### src/rtl/adder_seq_pkg.sv
// Shared types for the chunked sequential adder.
// FSM states and NZCV flag bit positions.
package adder_seq_pkg;

  typedef enum logic [1:0] {
    IDLE = 2'd0,
    BUSY = 2'd1,
    DONE = 2'd2
  } state_t;

  localparam int FLAG_N = 3;
  localparam int FLAG_Z = 2;
  localparam int FLAG_C = 1;
  localparam int FLAG_V = 0;

endpackage

### src/rtl/adder_chunk.sv
// Combinational CHUNK-bit ripple-carry adder
// built from one full-adder cell per bit.
module adder_chunk #(
  parameter int CHUNK = 8
) (
  input  logic [CHUNK-1:0] a,
  input  logic [CHUNK-1:0] b,
  input  logic             cin,
  output logic [CHUNK-1:0] s,
  output logic             cout
);

  logic [CHUNK:0] w_c;

  assign w_c[0] = cin;

  for (genvar i = 0; i < CHUNK; i++) begin : g_fa
    assign s[i]     = a[i] ^ b[i] ^ w_c[i];
    assign w_c[i+1] = (a[i] & b[i]) | (w_c[i] & (a[i] ^ b[i]));
  end

  assign cout = w_c[CHUNK];

endmodule

### src/rtl/adder_nbits_seq.sv
// Multi-cycle N-bit adder, CHUNK bits per clock,
// valid/ready on both sides, NZCV flags on completion.
module adder_nbits_seq
  import adder_seq_pkg::*;
#(
  parameter int BITS  = 32,
  parameter int CHUNK = 8
) (
  input  logic            clk,
  input  logic            rst,
  input  logic            in_valid,
  output logic            in_ready,
  input  logic [BITS-1:0] A,
  input  logic [BITS-1:0] B,
  input  logic            Cin,
  output logic            out_valid,
  input  logic            out_ready,
  output logic [BITS-1:0] R,
  output logic            Cout,
  output logic [3:0]      flags
);

  localparam int NCHUNK = BITS / CHUNK;
  localparam int CW     = $clog2(NCHUNK);

  state_t          r_state;
  state_t          w_next;
  logic [BITS-1:0] r_a;
  logic [BITS-1:0] r_b;
  logic            r_carry;
  logic [CW-1:0]   r_cnt;
  logic            r_amsb;
  logic            r_bmsb;

  logic [CHUNK-1:0] w_sum;
  logic             w_cout;
  logic             w_last;
  logic             w_accept;
  logic [BITS-1:0]  w_rfin;
  logic [3:0]       w_flags;

  assign in_ready  = (r_state == IDLE) & ~rst;
  assign out_valid = (r_state == DONE);
  assign w_accept  = in_valid & in_ready;
  assign w_last    = (r_cnt == CW'(NCHUNK - 1));

  adder_chunk #(.CHUNK(CHUNK)) u_chunk (
    .a    (r_a[r_cnt*CHUNK +: CHUNK]),
    .b    (r_b[r_cnt*CHUNK +: CHUNK]),
    .cin  (r_carry),
    .s    (w_sum),
    .cout (w_cout)
  );

  // Top chunk lands last, so the full result is known on that edge
  assign w_rfin = {w_sum, R[BITS-CHUNK-1:0]};

  always_comb begin
    w_flags         = '0;
    w_flags[FLAG_N] = w_sum[CHUNK-1];
    w_flags[FLAG_Z] = (w_rfin == '0);
    w_flags[FLAG_C] = w_cout;
    w_flags[FLAG_V] = (r_amsb == r_bmsb) &
                      (w_sum[CHUNK-1] != r_amsb);
  end

  always_comb begin
    w_next = r_state;
    unique case (r_state)
      IDLE:    if (w_accept) w_next = BUSY;
      BUSY:    if (w_last) w_next = DONE;
      DONE:    if (out_ready) w_next = IDLE;
      default: w_next = IDLE;
    endcase
  end

  always_ff @(posedge clk or posedge rst) begin
    if (rst) r_state <= IDLE;
    else     r_state <= w_next;
  end

  always_ff @(posedge clk or posedge rst) begin
    if (rst) begin
      r_a     <= '0;
      r_b     <= '0;
      r_carry <= 1'b0;
      r_cnt   <= '0;
      r_amsb  <= 1'b0;
      r_bmsb  <= 1'b0;
      R       <= '0;
      Cout    <= 1'b0;
      flags   <= '0;
    end else if (w_accept) begin
      r_a     <= A;
      r_b     <= B;
      r_carry <= Cin;
      r_cnt   <= '0;
      r_amsb  <= A[BITS-1];
      r_bmsb  <= B[BITS-1];
    end else if (r_state == BUSY) begin
      R[r_cnt*CHUNK +: CHUNK] <= w_sum;
      r_carry <= w_cout;
      r_cnt   <= r_cnt + CW'(1);
      if (w_last) begin
        Cout  <= w_cout;
        flags <= w_flags;
      end
    end
  end

endmodule

### config.mk
export PLATFORM = sky130hd
export DESIGN_NAME = adder_nbits_seq
export DESIGN_NICKNAME = d
export VERILOG_FILES = /design/src/rtl/adder_seq_pkg.sv /design/src/rtl/adder_chunk.sv /design/src/rtl/adder_nbits_seq.sv
export SDC_FILE = /design/constraint.sdc
export NUM_CORES = 1
export LEC_CHECK = 0
export CAP_MARGIN = 20
export CORE_AREA = 4 4 82 161
export CTS_CLUSTER_SIZE = 8
export DETAILED_ROUTE_END_ITERATION = 16
export DIE_AREA = 0 0 86 165
export DONT_BUFFER_PORTS = 1
export GPL_TIMING_DRIVEN = 0
export PLACE_DENSITY_LB_ADDON = 0.05
export SYNTH_ARGS = -nofsm -noshare
export SYNTH_HDL_FRONTEND = slang
export SYNTH_SLANG_ARGS = --single-unit
export TNS_END_PERCENT = 100
### constraint.sdc
create_clock -name clk -period 4.7 [get_ports clk]
set_clock_uncertainty 0.15 [all_clocks]
set_input_delay 1.41 -clock clk [delete_from_list [all_inputs] [get_ports clk]]
set_output_delay 1.41 -clock clk [all_outputs]
set_load 0.02 [all_outputs]
==> impl_metrics.tcl, run 1 <==
set metrics [dict create \
    status "finished clean" \
    critPathBufInv 6 \
    setup_viol_count_final 0 \
    met1Wirelength_mm 4.03 \
    slew_headroom_pct 55.0 \
    synth_flop_cell "dfrtp_1" \
    placed_area_um2 4950 \
    syn_nets 415 \
    synthCells 332 \
    syn_avg_cell_area_um2 14.2 \
    antenna_cells 0 \
    synth.distinct_cells 35 \
    synth_top_family_by_area "multiplexers" \
    place_congestion 0.737 \
    first_global_vias 3159 \
    synthSimpleGateAreaFrac_pct 6.95 \
    htree_levels 3 \
    synth_area_leader_cell "dfrtp_1" \
    tns_ns 0 \
    dr.pass1.iters 4 \
    total_power_mw 4.92 \
    startpoint_type "register" \
    synthTopCellsByCount "dfrtp_1, mux2_2, nand2_1" \
    end_kind "register" \
    fill_cells 1108 \
    synthTopCellsByArea "dfrtp_1, mux2_2, mux4_2, fa_1, o21ai_0" \
    clockBufferDepth 2 \
    ys_async_sr_fraction_pct 100 \
    min_period_ns 4.60 \
    stdcell_area_um2 5320 \
    path_common_cell "fa_2" \
    routed-wl-met2_mm 7.08 \
    rsz0062_at_grt "yes" \
    slew_violations 0 \
    nets 433 \
    hpwl_mm 9.12 \
    path_cells "buf_12, mux4_2, inv_2, fa_2, fa_2, fa_2, fa_2, inv_2, fa_1, inv_1, fa_2, inv_2, fa_2, fa_2, buf_4, and3b_1, a21oi_1, o21ai_0" \
    final_util_pct 44.1 \
    io_buffers 0 \
    syn_to_final_growth_pct 12.7 \
    track_usage_pct 17.7 \
    cts_made_buffers 9 \
    worstMarginPinSlew_ns 0.670 \
    ys_ff_latch 105 \
    layoutNonFillerInstCount 502 \
    synth_compound_area_share_pct 5.12 \
    worst_slack_ns 0.102 \
    path_class "reg -> reg" \
    drtAntennaViolNets 0 \
    synth_fa_ha_area_share_pct 4.98 \
    peakVddDrop_mv 0.453 \
    grt_start_max_net_pins 61 \
    grt_overflow_total 0 \
    cts_tree "yes" \
    period_share_pct 97.8 \
    crit_family "adder cells" \
    via_per_inst 5.42 \
    fp.dieW_um 86 \
    drtIter0Drc 66 \
    core_area_um2 12100 \
    cp_max_fo 5 \
    routed_wl_mm 11.9 \
    slowest_delay_ns 0.53 \
    clkTransAtPathRegs_ns 0.07 \
    hold_viol 0 \
    dp_slack_ns -0.746 \
    synth-seq-area-share_pct 55.7 \
    required_ns 4.80 \
    antenna_found_initial 1 \
    io_pins 108 \
    yosysTopAreaCellShare_pct 55.7 \
    drive_above_1_share_pct 36.9 \
    crit_slowest_cell "fa_2" \
    clkLatencyLatePin_ns 0.34 \
    grt_pass1_wl_mm 18.3 \
    yosysWarnings 0 \
    numClockSinks 105 \
    p_leak_nw 2.30 \
    cp.arrival_ns 4.70 \
    muxShareOfSynthArea_pct 23.8 \
    max_clock_freq_ghz 0.217 \
    worst_hold_path_type "reg -> reg" \
    hold_ws_ns 0.345 \
    die-height_um 165 \
    place_inst 480 \
    wl_per_cell_um 23.7 \
    netlist_area_um2 4720 \
    routed.top_layer "met5" \
    root_buffer "clkbuf_16" \
    initial_utilization_pct 39.2 \
    drc 0 \
    cts-hold-fix-buffers 0 \
    vias 2723 \
    yosysMostFrequentCell "dfrtp_1" \
    drv_cap 0 \
    synth_xor_xnor_area_share_pct 0.186 \
    route.met3.wl_um 550 \
    synth-edff-count 0 \
    fp-row-count 57 \
    dieArea_um2 14200 \
    powerDensity_nw_per_um2 926 \
]
[power breakdown]
part           switching, mW  internal, mW
Combinational           1.34          1.20
Clock                  0.341         0.364
Sequential             0.376          1.31
Total                   2.06          2.87
[area by class of cell]
cell class	instances	area [um2]	area share, %
inverters	20	77.6	1.46
flip-flops and latches	105	2630	49.4
well taps	147	184	3.46
clock inverters	5	41.3	0.776
multi-input cells	193	1980	37.2
plain buffers	14	105	1.98
clock buffers	11	233	4.38
repair buffers	7	72.6	1.36
[metal layers]
layer	GRT usage, %	up-vias
met5	0	-
met4	6.48	2
met3	4.09	15
met2	34.2	66
met1	18.0	1415
li1	-	1225
[flip-flops by register name, summed over array words and instances (netlist names)]
signal / cells
r_b: 32
R: 32
r_state: 2
flags: 4
r_carry: 1
r_cnt: 2
r_a: 32
[worst paths after layout]
check | start | to | slack (ns) | cells past startpoint
worst max-delay path | r_cnt[0]$_DFFE_PP0P_ | flags[0]$_DFFE_PP0P_ | 0.10 | 18
worst min-delay path | r_b[0]$_DFFE_PP0P_ | r_b[0]$_DFFE_PP0P_ | 0.34 | 1
worst max register to register | r_cnt[0]$_DFFE_PP0P_ | flags[0]$_DFFE_PP0P_ | 0.10 | 18
worst min register to register | r_b[0]$_DFFE_PP0P_ | r_b[0]$_DFFE_PP0P_ | 0.34 | 1
max in group asynchronous | rst | r_a[0]$_DFFE_PP0P_ | 2.82 | 2
min in group asynchronous | rst | flags[0]$_DFFE_PP0P_ | 0.86 | 1
[timing repair]
item	CTS	global route
buffers inserted	6	0
cloned	0	0
pin swaps	9	2
setup endpoints to repair	8	2
resized for setup	9	4
[kinds of logic (layout without fill, tap and decap cells)]
family | after synthesis | after routing
AO/OA/AOI/OAI | 38 | 38
XOR/XNOR | 1 | 1
adder cells (fa/ha/maj) | 14 | 14
buffers and inverters | 34 | 57
flip-flops | 105 | 105
multiplexers | 84 | 84
AND/OR/NAND/NOR | 56 | 56
[cells in the final DEF, fill, tap and decap left out, types with 3 or more instances in the layout]
master	netlist	final
nor4_1	7	6
fa_2	0	7
buf_4	2	9
nor3_1	3	3
inv_2	0	3
mux2_2	61	61
ha_1	6	6
a22o_1	12	12
inv_1	20	16
dfrtp_1	105	104
nor2_1	4	4
o21ai_0	23	23
mux2_1	5	5
mux4_2	16	16
nand2_1	24	24
buf_2	9	7
clkbuf_16	0	9
nand3b_2	3	3
Power figures use the tool's default switching activity.
==> run 2, diff against run 1 <==
CTS_BUF_LIST = sky130_fd_sc_hd__clkbuf_2   (was not set)
SETUP_SLACK_MARGIN = 0.2   (was not set)
clock period = 5.06 ns   (was 4.7 ns; I/O delays follow)
==> impl_metrics.tcl, run 2 (same netlist as run 1, synthesis figures left out) <==
set metrics [dict create \
    path_common_cell "fa_2" \
    slew_headroom_pct 56.1 \
    drtIter0Drc 52 \
    track_usage_pct 17.7 \
    drv_cap 0 \
    powerDensity_nw_per_um2 828 \
    cp_max_fo 4 \
    p_leak_nw 2.22 \
    max_clock_freq_ghz 0.213 \
    grt_pass1_wl_mm 18.3 \
    routed_wl_mm 12.0 \
    syn_to_final_growth_pct 8.72 \
    top_regs "R (32), r_a (32), r_b (32)" \
    worstMarginPinSlew_ns 0.653 \
    io_buffers 0 \
    startpoint_type "register" \
    grt_overflow_total 0 \
    peakVddDrop_mv 0.420 \
    r2r_start "r_cnt[0]$_DFFE_PP0P_" \
    drtAntennaViolNets 0 \
    final_common_cell "dfrtp_1" \
    slew_violations 0 \
    rsz0062_at_grt "no" \
    hold_viol 0 \
    drive_above_1_share_pct 37.6 \
    htree_levels 3 \
    cts_made_buffers 9 \
    clockBufferDepth 2 \
    hold_depth 1 \
    vias 2722 \
    dr.pass1.iters 4 \
    path_class "reg -> reg" \
    cts_tree "yes" \
    setup_viol_count_final 0 \
    min_period_ns 4.70 \
    io_pins 108 \
    holdPathEnd "r_b[0]$_DFFE_PP0P_" \
    place_congestion 0.731 \
    slowest_delay_ns 0.51 \
    antenna_found_initial 3 \
    reg2reg_depth 17 \
    cp.arrival_ns 5.06 \
    numClockSinks 105 \
    core_area_um2 12100 \
    hpwl_mm 8.94 \
    first_global_vias 3138 \
    drc 0 \
    stdcell_area_um2 5130 \
    r2r_slack_ns 0.36 \
    clkTransAtPathRegs_ns 0.30 \
    fp.dieW_um 86 \
    nets 432 \
    status "finished clean" \
    via_per_inst 5.42 \
    placed_area_um2 4940 \
    worst_slack_ns 0.360 \
    final_cell_mix "dfrtp_1, mux2_2, nand2_1" \
    initial_utilization_pct 39.2 \
    worstHoldStart "r_b[0]$_DFFE_PP0P_" \
    crit_slowest_cell "fa_2" \
    worst_hold_path_type "reg -> reg" \
    fp-row-count 57 \
    period_share_pct 92.9 \
    r2r-end "flags[2]$_DFFE_PP0P_" \
    root_buffer "clkbuf_2" \
    end_kind "register" \
    dieArea_um2 14200 \
    path_cells "buf_12, mux4_2, inv_2, fa_2, fa_2, fa_2, fa_2, inv_2, fa_2, inv_1, fa_2, inv_2, fa_2, fa_2, nor4_4, nand4_1, o41ai_2" \
    clkLatencyLatePin_ns 0.59 \
    dp_slack_ns -0.556 \
    required_ns 5.42 \
    wl_per_cell_um 23.9 \
    die-height_um 165 \
    grt_start_max_net_pins 71 \
]
[run 2: metrics by stage]
stage	total power [mW]	util, %	setup TNS [ns]	hold slack [ns]	std cells
global route	4.57	42.6	0	0.406	502
CTS	4.29	42.4	0	0.384	500
floorplan	2.98	-	0	0.303	332
global placement	3.68	40.8	-59.69	0.316	479
detailed placement	3.73	41.0	-1.73	0.325	480
finish	4.25	42.6	0	0.377	502
[run 2: worst max-delay path: cells and delay by family, from the launching register on]
kind | cells | cell delay (ns)
adders and majority gates | 8 | 2.63
DFF | 1 | 0.49
and+or+nand+nor | 2 | 0.31
buffers and inverters | 5 | 0.39
muxes | 1 | 0.35
AOI/OAI and AO/OA | 1 | 0.32
[run 2: per-layer routing]
layer | share of wire [%] | up-vias | GRT usage, %
met5 | 0.33 | - | 0
li1 | - | 1221 | -
met3 | 5.0 | 15 | 5.14
met4 | 1.7 | 4 | 5.91
met1 | 34 | 1411 | 18.0
met2 | 58 | 71 | 33.5
[run 2: worst max-delay path by stage]
stage	start	end	slack (ns)	cells past startpoint
6_report	r_cnt[0]$_DFFE_PP0P_	flags[2]$_DFFE_PP0P_	0.36	17
5_1_grt	r_cnt[0]$_DFFE_PP0P_	flags[2]$_DFFE_PP0P_	0.21	17
4_1_cts	r_cnt[0]$_DFFE_PP0P_	flags[2]$_DFFE_PP0P_	0.21	17
3_5_place_dp	r_cnt[1]$_DFFE_PP0P_	flags[2]$_DFFE_PP0P_	-0.56	17
2_1_floorplan	r_cnt[0]$_DFFE_PP0P_	flags[2]$_DFFE_PP0P_	0.28	17
3_3_place_gp	rst	r_b[21]$_DFFE_PP0P_	-0.57	1
[run 2: what timing repair did]
action                     in CTS  in global routing
resized for setup              18                  1
hold buffers                    0                  0
setup buffers                   4                  1
pin swaps                      10                  2
setup endpoints to repair      12                  1
[run 2: power breakdown]
part           switching, mW  total (mW)  internal, mW
sequential             0.349        1.56          1.21
combinational           1.25        2.33          1.08
clock                  0.293       0.361        0.0677
[run 2: area by class of cell]
type / instances / area (um2)
clock inverter: 6 / 42.5
buffer: 14 / 101
multi-input combinational: 193 / 1980
antenna: 1 / 2.50
clock buffer: 10 / 50.0
sequential: 105 / 2630
tap: 147 / 184
fill: 1117 / 6920
inverter: 20 / 77.6
timing repair buffer: 6 / 65.1
==> run 3, diff against run 2 <==
PLACE_DENSITY_LB_ADDON = not set   (was 0.05)
==> impl_metrics.tcl, run 3 (same netlist as run 1, synthesis figures left out) <==
set metrics [dict create \
    grt_overflow_total 0 \
    reg2reg_depth 19 \
    drc 0 \
    cts_made_buffers 9 \
    drv_cap 0 \
    worstMarginPinSlew_ns 0.641 \
    core_area_um2 12100 \
    die-height_um 165 \
    vias 2715 \
    worst_hold_path_type "reg -> reg" \
    initial_utilization_pct 39.2 \
    fp.dieW_um 86 \
    io_pins 108 \
    r2r_slack_ns 0.38 \
    rsz0062_at_grt "yes" \
    antenna_found_initial 1 \
    dr.pass1.iters 4 \
    clkTransAtPathRegs_ns 0.29 \
    required_ns 5.45 \
    startpoint_type "register" \
    crit_slowest_cell "fa_2" \
    end_kind "register" \
    layoutNonFillerInstCount 501 \
    path_class "reg -> reg" \
    routed_wl_mm 11.6 \
    track_usage_pct 17.0 \
    drtIter0Drc 91 \
    path_cells "buf_12, mux4_2, inv_1, fa_2, fa_2, fa_2, fa_2, inv_2, fa_1, inv_1, fa_2, inv_2, fa_2, fa_2, buf_4, buf_6, and3b_1, a21oi_1, o21ai_1" \
    htree_levels 3 \
    clockBufferDepth 2 \
    drtAntennaViolNets 0 \
    powerDensity_nw_per_um2 839 \
    status "finished clean" \
    grt_start_max_net_pins 75 \
    clkLatencyLatePin_ns 0.60 \
    final_common_cell "dfrtp_1" \
    slew_violations 0 \
    p_leak_nw 2.25 \
    slowest_delay_ns 0.50 \
    r2r_start "r_cnt[0]$_DFFE_PP0P_" \
    final_cell_mix "dfrtp_1, mux2_2, nand2_1" \
    endpoint "flags[0]$_DFFE_PP0P_" \
    top_regs "R (32), r_a (32), r_b (32)" \
    max_clock_freq_ghz 0.214 \
    io_buffers 0 \
    slew_headroom_pct 56.9 \
    hold_viol 0 \
    syn_to_final_growth_pct 10.1 \
    r2r-end "flags[0]$_DFFE_PP0P_" \
    place_congestion 0.793 \
    cts_tree "yes" \
    grt_pass1_wl_mm 17.5 \
    first_global_vias 3117 \
    tns_ns 0 \
    cp_max_fo 7 \
    setup_viol_count_final 0 \
    via_per_inst 5.42 \
    fp-row-count 57 \
    dieArea_um2 14200 \
    path_common_cell "fa_2" \
    fill_cells 1111 \
    cp.arrival_ns 5.07 \
    nets 431 \
    root_buffer "clkbuf_2" \
    numClockSinks 105 \
    startpoint "r_cnt[0]$_DFFE_PP0P_" \
    period_share_pct 92.5 \
    cts-hold-fix-buffers 0 \
    wl_per_cell_um 23.1 \
    hpwl_mm 8.84 \
    drive_above_1_share_pct 36.8 \
    peakVddDrop_mv 0.408 \
    min_period_ns 4.68 \
    final_util_pct 43.1 \
    place_inst 480 \
]
==> run 3: changes by cell type in the layout (fill, tap and decap cells not counted), sizes merged <==
cell,change
clkinv,-1
bufinv,+3
clkinvlp,-1
buf,-2
==> run 3: worst min-delay path by stage <==
stage	startpoint	endpoint	slack (ns)	cells after the start
2_1_floorplan	r_b[0]$_DFFE_PP0P_	r_b[0]$_DFFE_PP0P_	0.30	1
3_3_place_gp	r_b[0]$_DFFE_PP0P_	r_b[0]$_DFFE_PP0P_	0.31	1
3_5_place_dp	r_b[0]$_DFFE_PP0P_	r_b[0]$_DFFE_PP0P_	0.32	1
4_1_cts	r_b[0]$_DFFE_PP0P_	r_b[0]$_DFFE_PP0P_	0.38	1
5_1_grt	r_b[25]$_DFFE_PP0P_	r_b[25]$_DFFE_PP0P_	0.41	1
6_report	r_b[0]$_DFFE_PP0P_	r_b[0]$_DFFE_PP0P_	0.38	1
==> run 3: per-layer routing <==
layer	vias up	GRT usage, %	wire (um)
li1	1217	-	-
met1	1409	16.3	3850
met2	74	33.1	6900
met3	15	4.49	544
met4	0	6.77	265
met5	-	0	0
==> run 3: layout make-up <==
| type | count | area, um2 | area share (%) |
|---|---|---|---|
| tap | 147 | 184 | 3.54 |
| timing repair buffer | 5 | 61.3 | 1.18 |
| multi-input combinational | 193 | 1970 | 37.9 |
| inverter | 20 | 77.6 | 1.49 |
| clock inverter | 7 | 126 | 2.43 |
| buffer | 14 | 101 | 1.95 |
| antenna | 1 | 2.50 | 0.0482 |
| sequential | 105 | 2630 | 50.6 |
| clock buffer | 9 | 45.0 | 0.867 |
==> run 3: power breakdown <==
part	switching, mW	total, mW	internal [mW]
clock network	0.295	0.513	0.218
logic	1.20	2.29	1.10
registers	0.347	1.55	1.21
total	1.84	4.36	2.52
==> run 3: critical path, delay by kind of cell (launching register included) <==
kind / cells / cell delay (ns)
buffers and inverters: 7 / 0.69
AND/OR/NAND/NOR: 1 / 0.20
multiplexers: 1 / 0.32
adder cells (fa/ha/maj): 8 / 2.67
AO/OA/AOI/OAI: 2 / 0.14
flip-flops: 1 / 0.48
==> run 3: metrics by stage <==
| step | hold WS (ns) | power, mW | setup WS (ns) | cell area, um2 |
|---|---|---|---|---|
| floorplan | 0.303 | 2.98 | 0.275 | 4730 |
| global route | 0.408 | 4.67 | 0.200 | 5190 |
| finish | 0.377 | 4.36 | 0.378 | 5190 |
| CTS | 0.381 | 4.42 | 0.203 | 5190 |
| global placement | 0.315 | 3.60 | -0.434 | 4910 |
| detailed placement | 0.325 | 3.66 | -0.466 | 4940 |
==> run 3: timing repair <==
action | 4_1_cts | 5_1_grt
cloned | 0 | 0
endpoints found under the setup margin | 11 | 2
setup buffers | 4 | 0
resized for setup | 16 | 2
pin swaps | 7 | 2
